**src/rtl/lstm_gate_sequencer_if.sv**
```systemverilog
// lstm_gate_sequencer_if: config, sample, shared-MAC and result signals of the LSTM gate sequencer.
interface lstm_gate_sequencer_if #(parameter int DATA_WIDTH = 16);
    logic                  cfg_we;
    logic [1:0]            cfg_gate;
    logic [1:0]            cfg_sel;
    logic [DATA_WIDTH-1:0] cfg_data;
    logic                  cfg_err;
    logic                  in_valid;
    logic                  in_ready;
    logic [DATA_WIDTH-1:0] in_x;
    logic [DATA_WIDTH-1:0] in_h;
    logic [DATA_WIDTH-1:0] mac_x;
    logic [DATA_WIDTH-1:0] mac_h;
    logic [DATA_WIDTH-1:0] mac_w0;
    logic [DATA_WIDTH-1:0] mac_w1;
    logic [DATA_WIDTH-1:0] mac_b;
    logic [1:0]            mac_gate;
    logic [DATA_WIDTH-1:0] mac_out;
    logic                  out_valid;
    logic                  out_ready;
    logic [DATA_WIDTH-1:0] out_i;
    logic [DATA_WIDTH-1:0] out_f;
    logic [DATA_WIDTH-1:0] out_g;
    logic [DATA_WIDTH-1:0] out_o;
    logic                  busy;

    modport slave (
        input  cfg_we, cfg_gate, cfg_sel, cfg_data, in_valid, in_x, in_h, mac_out, out_ready,
        output cfg_err, in_ready, mac_x, mac_h, mac_w0, mac_w1, mac_b, mac_gate,
               out_valid, out_i, out_f, out_g, out_o, busy
    );

    modport master (
        output cfg_we, cfg_gate, cfg_sel, cfg_data, in_valid, in_x, in_h, mac_out, out_ready,
        input  cfg_err, in_ready, mac_x, mac_h, mac_w0, mac_w1, mac_b, mac_gate,
               out_valid, out_i, out_f, out_g, out_o, busy
    );
endinterface

```
**src/rtl/lstm_gate_sequencer.sv**
```systemverilog
// lstm_gate_sequencer: time-multiplexes one shared W0*x+W1*h+b unit over the four LSTM gates of a cell.
module lstm_gate_sequencer #(
    parameter int DATA_WIDTH  = 16,
    parameter int FRACT_WIDTH = 8
) (
    input logic                clk,
    input logic                rst_n,
    lstm_gate_sequencer_if.slave bus
);
    if (FRACT_WIDTH >= DATA_WIDTH) begin : g_bad_fract
        $error("FRACT_WIDTH must be smaller than DATA_WIDTH");
    end

    typedef enum logic [1:0] {IDLE, RUN, DONE} state_t;

    state_t                state, state_nx;
    logic [1:0]            gate_idx;
    logic [DATA_WIDTH-1:0] w0 [4];
    logic [DATA_WIDTH-1:0] w1 [4];
    logic [DATA_WIDTH-1:0] bias [4];
    logic [DATA_WIDTH-1:0] res [4];
    logic [DATA_WIDTH-1:0] x_r, h_r;
    logic                  cfg_err_r, accept, cfg_ok;

    assign bus.in_ready = (state == IDLE) || (state == DONE && bus.out_ready);
    assign accept       = bus.in_valid && bus.in_ready;
    assign cfg_ok       = bus.cfg_we && state == IDLE && bus.cfg_sel != 2'd3;

    always_comb begin
        state_nx = state == IDLE ? (accept ? RUN : IDLE) :
                   state == RUN  ? (gate_idx == 2'd3 ? DONE : RUN) :
                   state == DONE ? (bus.out_ready ? (accept ? RUN : IDLE) : DONE) : IDLE;
    end

    always_ff @(posedge clk or negedge rst_n) begin
        if (!rst_n) state <= IDLE;
        else        state <= state_nx;
    end

    // gate_idx parks on 3 after the last gate so the mac_* operands keep their last values
    always_ff @(posedge clk or negedge rst_n) begin
        if (!rst_n) begin
            gate_idx  <= '0;
            x_r       <= '0;
            h_r       <= '0;
            cfg_err_r <= 1'b0;
            for (int k = 0; k < 4; k++) begin
                w0[k]   <= '0;
                w1[k]   <= '0;
                bias[k] <= '0;
                res[k]  <= '0;
            end
        end else begin
            cfg_err_r <= bus.cfg_we && !cfg_ok;
            if (cfg_ok && bus.cfg_sel == 2'd0) w0[bus.cfg_gate]   <= bus.cfg_data;
            if (cfg_ok && bus.cfg_sel == 2'd1) w1[bus.cfg_gate]   <= bus.cfg_data;
            if (cfg_ok && bus.cfg_sel == 2'd2) bias[bus.cfg_gate] <= bus.cfg_data;
            if (accept) begin
                x_r      <= bus.in_x;
                h_r      <= bus.in_h;
                gate_idx <= '0;
            end else if (state == RUN) begin
                res[gate_idx] <= bus.mac_out;
                if (gate_idx != 2'd3) gate_idx <= gate_idx + 2'd1;
            end
        end
    end

    assign bus.cfg_err   = cfg_err_r;
    assign bus.mac_x     = x_r;
    assign bus.mac_h     = h_r;
    assign bus.mac_w0    = w0[gate_idx];
    assign bus.mac_w1    = w1[gate_idx];
    assign bus.mac_b     = bias[gate_idx];
    assign bus.mac_gate  = gate_idx;
    assign bus.out_valid = state == DONE;
    assign bus.out_i     = res[0];
    assign bus.out_f     = res[1];
    assign bus.out_g     = res[2];
    assign bus.out_o     = res[3];
    assign bus.busy      = state != IDLE;
endmodule
```
**src/flat_wrapper.sv**
```systemverilog
// flat-port wrapper written by rule: the top's interface ports become plain ports
module lstm_gate_sequencer_flat 
#(
    parameter int DATA_WIDTH  = 16,
    parameter int FRACT_WIDTH = 8
)
  (clk, rst_n, bus_cfg_we, bus_cfg_gate, bus_cfg_sel, bus_cfg_data, bus_in_valid, bus_in_x, bus_in_h, bus_mac_out, bus_out_ready, bus_cfg_err, bus_in_ready, bus_mac_x, bus_mac_h, bus_mac_w0, bus_mac_w1, bus_mac_b, bus_mac_gate, bus_out_valid, bus_out_i, bus_out_f, bus_out_g, bus_out_o, bus_busy);
  lstm_gate_sequencer_if #(.DATA_WIDTH(DATA_WIDTH)) bus_i ();
  input logic clk;
  input logic rst_n;
  input wire logic [$bits(bus_i.cfg_we)-1:0] bus_cfg_we;
  input wire logic [$bits(bus_i.cfg_gate)-1:0] bus_cfg_gate;
  input wire logic [$bits(bus_i.cfg_sel)-1:0] bus_cfg_sel;
  input wire logic [$bits(bus_i.cfg_data)-1:0] bus_cfg_data;
  input wire logic [$bits(bus_i.in_valid)-1:0] bus_in_valid;
  input wire logic [$bits(bus_i.in_x)-1:0] bus_in_x;
  input wire logic [$bits(bus_i.in_h)-1:0] bus_in_h;
  input wire logic [$bits(bus_i.mac_out)-1:0] bus_mac_out;
  input wire logic [$bits(bus_i.out_ready)-1:0] bus_out_ready;
  output wire logic [$bits(bus_i.cfg_err)-1:0] bus_cfg_err;
  output wire logic [$bits(bus_i.in_ready)-1:0] bus_in_ready;
  output wire logic [$bits(bus_i.mac_x)-1:0] bus_mac_x;
  output wire logic [$bits(bus_i.mac_h)-1:0] bus_mac_h;
  output wire logic [$bits(bus_i.mac_w0)-1:0] bus_mac_w0;
  output wire logic [$bits(bus_i.mac_w1)-1:0] bus_mac_w1;
  output wire logic [$bits(bus_i.mac_b)-1:0] bus_mac_b;
  output wire logic [$bits(bus_i.mac_gate)-1:0] bus_mac_gate;
  output wire logic [$bits(bus_i.out_valid)-1:0] bus_out_valid;
  output wire logic [$bits(bus_i.out_i)-1:0] bus_out_i;
  output wire logic [$bits(bus_i.out_f)-1:0] bus_out_f;
  output wire logic [$bits(bus_i.out_g)-1:0] bus_out_g;
  output wire logic [$bits(bus_i.out_o)-1:0] bus_out_o;
  output wire logic [$bits(bus_i.busy)-1:0] bus_busy;
  assign bus_i.cfg_we = bus_cfg_we;
  assign bus_i.cfg_gate = bus_cfg_gate;
  assign bus_i.cfg_sel = bus_cfg_sel;
  assign bus_i.cfg_data = bus_cfg_data;
  assign bus_i.in_valid = bus_in_valid;
  assign bus_i.in_x = bus_in_x;
  assign bus_i.in_h = bus_in_h;
  assign bus_i.mac_out = bus_mac_out;
  assign bus_i.out_ready = bus_out_ready;
  assign bus_cfg_err = bus_i.cfg_err;
  assign bus_in_ready = bus_i.in_ready;
  assign bus_mac_x = bus_i.mac_x;
  assign bus_mac_h = bus_i.mac_h;
  assign bus_mac_w0 = bus_i.mac_w0;
  assign bus_mac_w1 = bus_i.mac_w1;
  assign bus_mac_b = bus_i.mac_b;
  assign bus_mac_gate = bus_i.mac_gate;
  assign bus_out_valid = bus_i.out_valid;
  assign bus_out_i = bus_i.out_i;
  assign bus_out_f = bus_i.out_f;
  assign bus_out_g = bus_i.out_g;
  assign bus_out_o = bus_i.out_o;
  assign bus_busy = bus_i.busy;
  lstm_gate_sequencer #(.DATA_WIDTH(DATA_WIDTH), .FRACT_WIDTH(FRACT_WIDTH)) u_core (.clk(clk), .rst_n(rst_n), .bus(bus_i));
endmodule
```
**config.mk**
```make
export PLATFORM = sky130hd
export DESIGN_NAME = lstm_gate_sequencer_flat
export DESIGN_NICKNAME = d
export VERILOG_FILES = /design/src/rtl/lstm_gate_sequencer_if.sv /design/src/rtl/lstm_gate_sequencer.sv /design/src/flat_wrapper.sv
export SDC_FILE = /design/constraint.sdc
export NUM_CORES = 1
export LEC_CHECK = 0
export ABC_CLOCK_PERIOD_IN_PS = 4500
export CAP_MARGIN = 0
export CELL_PAD_IN_SITES_DETAIL_PLACEMENT = 0
export CELL_PAD_IN_SITES_GLOBAL_PLACEMENT = 2
export CORE_MARGIN = 2
export CORE_UTILIZATION = 32
export DETAILED_ROUTE_END_ITERATION = 7
export DONT_BUFFER_PORTS = 1
export MAX_ROUTING_LAYER = met4
export PLACE_DENSITY = 0.59
export SYNTH_ARGS = -nofsm -noshare
export SYNTH_HDL_FRONTEND = slang
export SYNTH_SLANG_ARGS = --single-unit
```
**constraint.sdc**
```tcl
create_clock -name clk -period 4.5 [get_ports clk]
set_input_delay 0.675 -clock clk [delete_from_list [all_inputs] [get_ports clk]]
set_output_delay 0.675 -clock clk [all_outputs]
set_load 0.02 [all_outputs]
```
# Word level (Yosys, flattened, before mapping)
# Index checks and enable logic that the tools add are counted.
# classes
order_cmp	4
n_addsub	1
n_eq_ne	7
n_bitwise	3
reduce_logical	19
mux	26
# ops
op	n
bitwise mux 64 bit	4
2-to-1 mux 16 bit	8
binary-select mux 16 bit (select 2 bit)	3
demux 16 bit (select 2 bit)	2
2-to-1 mux 2 bit	8
logical AND 1 bit	10
equality test 2 bit, second input constant	3
greater-or-equal comparator 3 bit, second input constant	2
< comparator 3 x 1 -> 1 bit, second input constant	2
NOT 2 -> 3 bit	2
nonzero test 2 bit	3
equality test 2 x 1 -> 1 bit, second input constant	2
logical NOT 2 bit	2
inequality test 2 bit, second input constant	2
AND reduction 2 bit	2
adder 2 x 1 -> 2 bit, second input constant	1
logical NOT 1 bit	1
logical OR 1 bit	1
2-to-1 mux 1 bit	1
NOT 1 bit	1
# word_totals
regBits	293
out_inout_bits	150
inputBits	73

# Logic depth before layout (Yosys ltp)
# logic_depth
word_depth	9
mapped_depth	7

# Worst setup path after synthesis
# No wires, ideal clock.
# synth_timing
kind	reg2reg
from	register u_core.gate_idx[0], in the netlist u_core.bus.mac_gate[0]
to	register u_core.res (netlist bit u_core.bus.out_g[0])
arrival_ns	2.404
stages_incl_launch_ff	8
period_less_slack_ns	2.529
setup_ns	0.125
setup_slack_ns	1.971
cell_sequence	dfrtp_1 -> clkbuf_1 -> clkbuf_1 -> inv_1 -> ha_1 -> nand2_1 -> clkbuf_1 -> mux2_2
# synth_between
elab_chain_len	6
# synth_lines
item	line_no	rtl
start, declared	lstm_gate_sequencer.sv:17	logic [1:0] gate_idx;
start signal, assigned	lstm_gate_sequencer.sv:64	if (gate_idx != 2'd3) gate_idx <= gate_idx + 2'd1;
NOT 2 -> 3 bit (not written as such) *	lstm_gate_sequencer.sv:63	res[gate_idx] <= bus.mac_out;
greater-or-equal comparator 3 bit (not written as such) / < comparator 3 x 1 -> 1 bit (equally long branches)	lstm_gate_sequencer.sv:63	
logical AND 1 bit (not written as such)	lstm_gate_sequencer.sv:63	
2-to-1 mux 16 bit (not written as such)	lstm_gate_sequencer.sv:63	
demux 16 bit (select 2 bit) *	lstm_gate_sequencer.sv:63	
bitwise mux 64 bit *	lstm_gate_sequencer.sv:63	
end signal, assigned by index	lstm_gate_sequencer.sv:63	
end, declared	lstm_gate_sequencer.sv:21	logic [DATA_WIDTH-1:0] res [4];
# Every way passes the cells marked *; elsewhere a longest branch is shown, timed or not.
# A chain may end at the register's enable or synchronous reset.

# Final worst setup path
# layout_timing
from	register u_core.gate_idx[0], in the netlist u_core.bus.mac_gate[0]
to	output port bus_mac_b[11]
# layout_between
elab_chain_len	4
# layout_lines
item	line_no	rtl
NOT 2 -> 3 bit (not written as such)	lstm_gate_sequencer.sv:74	assign bus.mac_b = bias[gate_idx];
binary-select mux 16 bit (select 2 bit)	lstm_gate_sequencer.sv:74	
2-to-1 mux 16 bit (not written as such) (2 in series)	lstm_gate_sequencer.sv:74	
end, declared	flat_wrapper.sv:26	output wire logic [$bits(bus_i.mac_b)-1:0] bus_mac_b;
# Every way passes these cells. The select of a mux whose other input is x is not followed.

==> impl_metrics.tcl <==
set metrics [dict create \
    synth_fp_nets 808 \
    synth_cell_type_count 31 \
    cells_taking_the_most_area_after_synthesis "dfrtp_1 60%, mux2_2 25%, mux4_2 8.8%" \
    topRoutingLayerUsed "met4" \
    finalNetCount 800 \
    slew_viol_final 0 \
    core-area_um2 37760 \
    finish.instance_area_um2 14010 \
    cp.depth 2 \
    cell_taking_the_most_area_after_synthesis "dfrtp_1" \
    route.vias.total 6310 \
    critPathLaunchType "flop" \
    dp_hpwl_um 19340 \
    setup_violations 0 \
    grt_pass1_wl_um 45540 \
    drtIter0Drc 221 \
    ys_async_sr_fraction_pct 100.0 \
    detailed_route_wire_length_per_cell_um 23.50 \
    design.die.area_um2 40050 \
    yosys_warnings 0 \
    met3_wirelength_from_detailed_routing_um 1913 \
    number_of_global_route_vias_before_repair 7074 \
    postLayoutCoreUtil_pct 37.10 \
    synthesized_netlist_cell_count 731 \
    io-pin-count 223 \
    area_occupied_by_multi_input_gates_um2 4720 \
    dr_wl_met2_um 14560 \
    tritoncts "built" \
    max-slew-margin-rel_pct 36.13 \
    remaining_drc_errors 0 \
    grt_usage_pct 15.35 \
    max_stage_delay_ps 940 \
    cts_post_setup_buffers_inserted 0 \
    arrival_ps 2410 \
    post_drt_via_cell_ratio 5.012 \
    row_count 71 \
    firstDrtPassIters 4 \
    clk_pin_slew_ps 60 \
    timing.critical_path.required_ps 3830 \
    layout_min_cycle_time_ps 3089 \
    path_delay_family "flip-flops" \
    routedLengthMet1_um 12600 \
    status "finished with violations" \
    totalNegativeSetupSlack_ps 0 \
    cts_inserted_buffers 35 \
    h-tree-depth 2 \
    tritoncts_num_sinks 293 \
    wirelength_um 29580 \
    yosys_register_bits 293 \
    final_cells 1259 \
    vdd_ir_drop_max_v 0.0004649 \
    post-synth-top-count-cell "dfrtp_1" \
    placement.cell_area_um2 12810 \
    worst_setup_path_end_kind "output port" \
    clock_path_buffers 3 \
    timing.clock.skew_ps 10.99 \
    die_w_um 200.1 \
    area.growth.synth_to_final_pct 13.81 \
    sequential_cell_area_um2 7337 \
    final_hold_viol_count 293 \
    cap_violations 0 \
    reg2reg_depth 4 \
    grt_start_max_net_pins 294 \
    seq_area_frac_synth_pct 59.57 \
    ant_nets 0 \
    finalHoldWorstSlack_ps -146.6 \
    crit_slowest_cell "dfrtp_4" \
    cell_pwr_density_nw_per_um2 816.2 \
    placedCellCount 1197 \
    postSynthAreaPerCell_um2 16.84 \
    cp_num_buf_inv 1 \
    clkLatencyLatePin_ps 520 \
    critPathKind "flop to output port" \
    path_cells "buf_12 -> mux4_2" \
    dieHeight_um 200.1 \
    critical_path.max_fanout 33 \
    unrepaired_setup_endpoints_after_global_routing "false" \
    max_clock_freq_ghz 0.3237 \
    antenna_found_initial 0 \
    layout_worst_path_cycle_share_pct 68.65 \
    floorplan.initialDensity_pct 32.60 \
    ys_dominant_reg_cell "dfrtp_1" \
    root_buffer "clkbuf_16" \
    gp_congestion 0.7234 \
    worstHoldPathType "primary input to async pin" \
    worstMarginPinSlew_ps 958.0 \
    reported_leakage_power_nw 6.122 \
    synth_top_area_share_pct 59.57 \
    synth_area_um2 12310 \
    violations "negative hold slack" \
    post_cts.resized_instances 0 \
    count_of_buffers_from_port_buffering 0 \
    post_route_cells_drive_above_1_share_pct 54.89 \
    num-fill-cells 3497 \
    grt_remaining_overflow 0 \
    synth.cells.most_frequent "293 x dfrtp_1, 278 x mux2_2, 48 x mux4_2" \
    synth-edff-count 0 \
]
==> cells in the final DEF (no fill, tap or decap), types with 3 or more instances in the layout <==
master	count
buf_4	11
bufinv_16	5
clkbuf_1	10
clkbuf_16	37
clkbuf_8	3
clkinv_2	4
dfrtp_1	291
ha_1	4
inv_1	4
mux2_2	278
mux2_4	10
mux4_2	48
nand2_1	5
nand4b_1	3
nor2_1	5
nor2b_1	4
==> sequential cells by signal (all words and copies together) (netlist names) <==
register,cells
u_core.w0,64
u_core.bus.out_g,16
u_core.bus.mac_h,16
u_core.state,2
u_core.bus.out_o,16
u_core.bus.cfg_err,1
u_core.bias,64
u_core.bus.out_f,16
u_core.bus.out_i,16
u_core.bus.mac_gate,2
u_core.bus.mac_x,16
u_core.w1,64
==> per-layer routing <==
layer	track usage [%]	vias to the layer above
li1	-	2650
met1	18.84	3433
met2	24.52	184
met3	4.767	43
met4	4.211	0
met5	-	-
==> path summary, 6_finish.rpt <==
kind / from / end / slack [ps]
min: rst_n / u_core.bias[23]$_DFFE_PN0P_ / -150
min in group clk: bus_cfg_we / u_core.bus.cfg_err$_DFF_PN0_ / 290
min reg2reg: u_core.bias[24]$_DFFE_PN0P_ / u_core.bias[24]$_DFFE_PN0P_ / 500
max in group asynchronous: rst_n / u_core.bus.out_i[13]$_DFFE_PN0P_ / 4290
max: u_core.bus.mac_gate[0]$_DFFE_PN0P_ / bus_mac_b[11] / 1410
max reg2reg: u_core.bus.mac_gate[0]$_DFFE_PN0P_ / u_core.bus.out_g[15]$_DFFE_PN0P_ / 1960
==> cell type report <==
| class | instances | area share [%] |
|---|---|---|
| Clock buffer | 50 | 7.173 |
| Timing Repair Buffer | 12 | 0.7325 |
| Tap cell | 511 | 4.565 |
| Clock inverter | 11 | 1.331 |
| Inverter | 4 | 0.1072 |
| Antenna cell | 1 | 0.01787 |
| Sequential cell | 293 | 52.38 |
| Multi-Input combinational cell | 377 | 33.69 |
==> through the flow <==
step | total power, mW | setup WS, ps
2_1_floorplan | 7.781 | 1971
3_3_place_gp | 8.465 | 1913
3_5_place_dp | 8.625 | 1887
4_1_cts | 11.64 | 1295
5_1_grt | 12.04 | 1230
6_report | 11.43 | 1411
==> logic make-up (layout without fill, tap and decap cells) <==
kind of cell	after synthesis	after routing	share of synthesized area, %
muxes	337	337	35.52
DFF	293	293	59.57
buffers and inverters	61	77	2.308
and+or+nand+nor	31	31	1.911
adders and majority gates	4	4	0.4066
AOI/OAI and AO/OA	4	4	0.2135
xor gates and xnor gates	1	1	0.07117
other	0	1	0
==> power breakdown <==
| group | leakage, nW | switching, mW | internal, mW | total (mW) |
|---|---|---|---|---|
| sequential | 3.67 | 1.52 | 3.91 | 5.43 |
| clock | 0.580 | 1.10 | 1.84 | 2.94 |
| combinational | 1.87 | 1.34 | 1.73 | 3.07 |
| total | 6.12 | 3.95 | 7.48 | 11.4 |
==> worst register-to-register path: stages (launching register included) <==
cell and delay, ps:
dfrtp_4 940, inv_1 160, ha_1 240, nand2_1 650, mux2_2 430
Power figures use the tool's default switching activity.
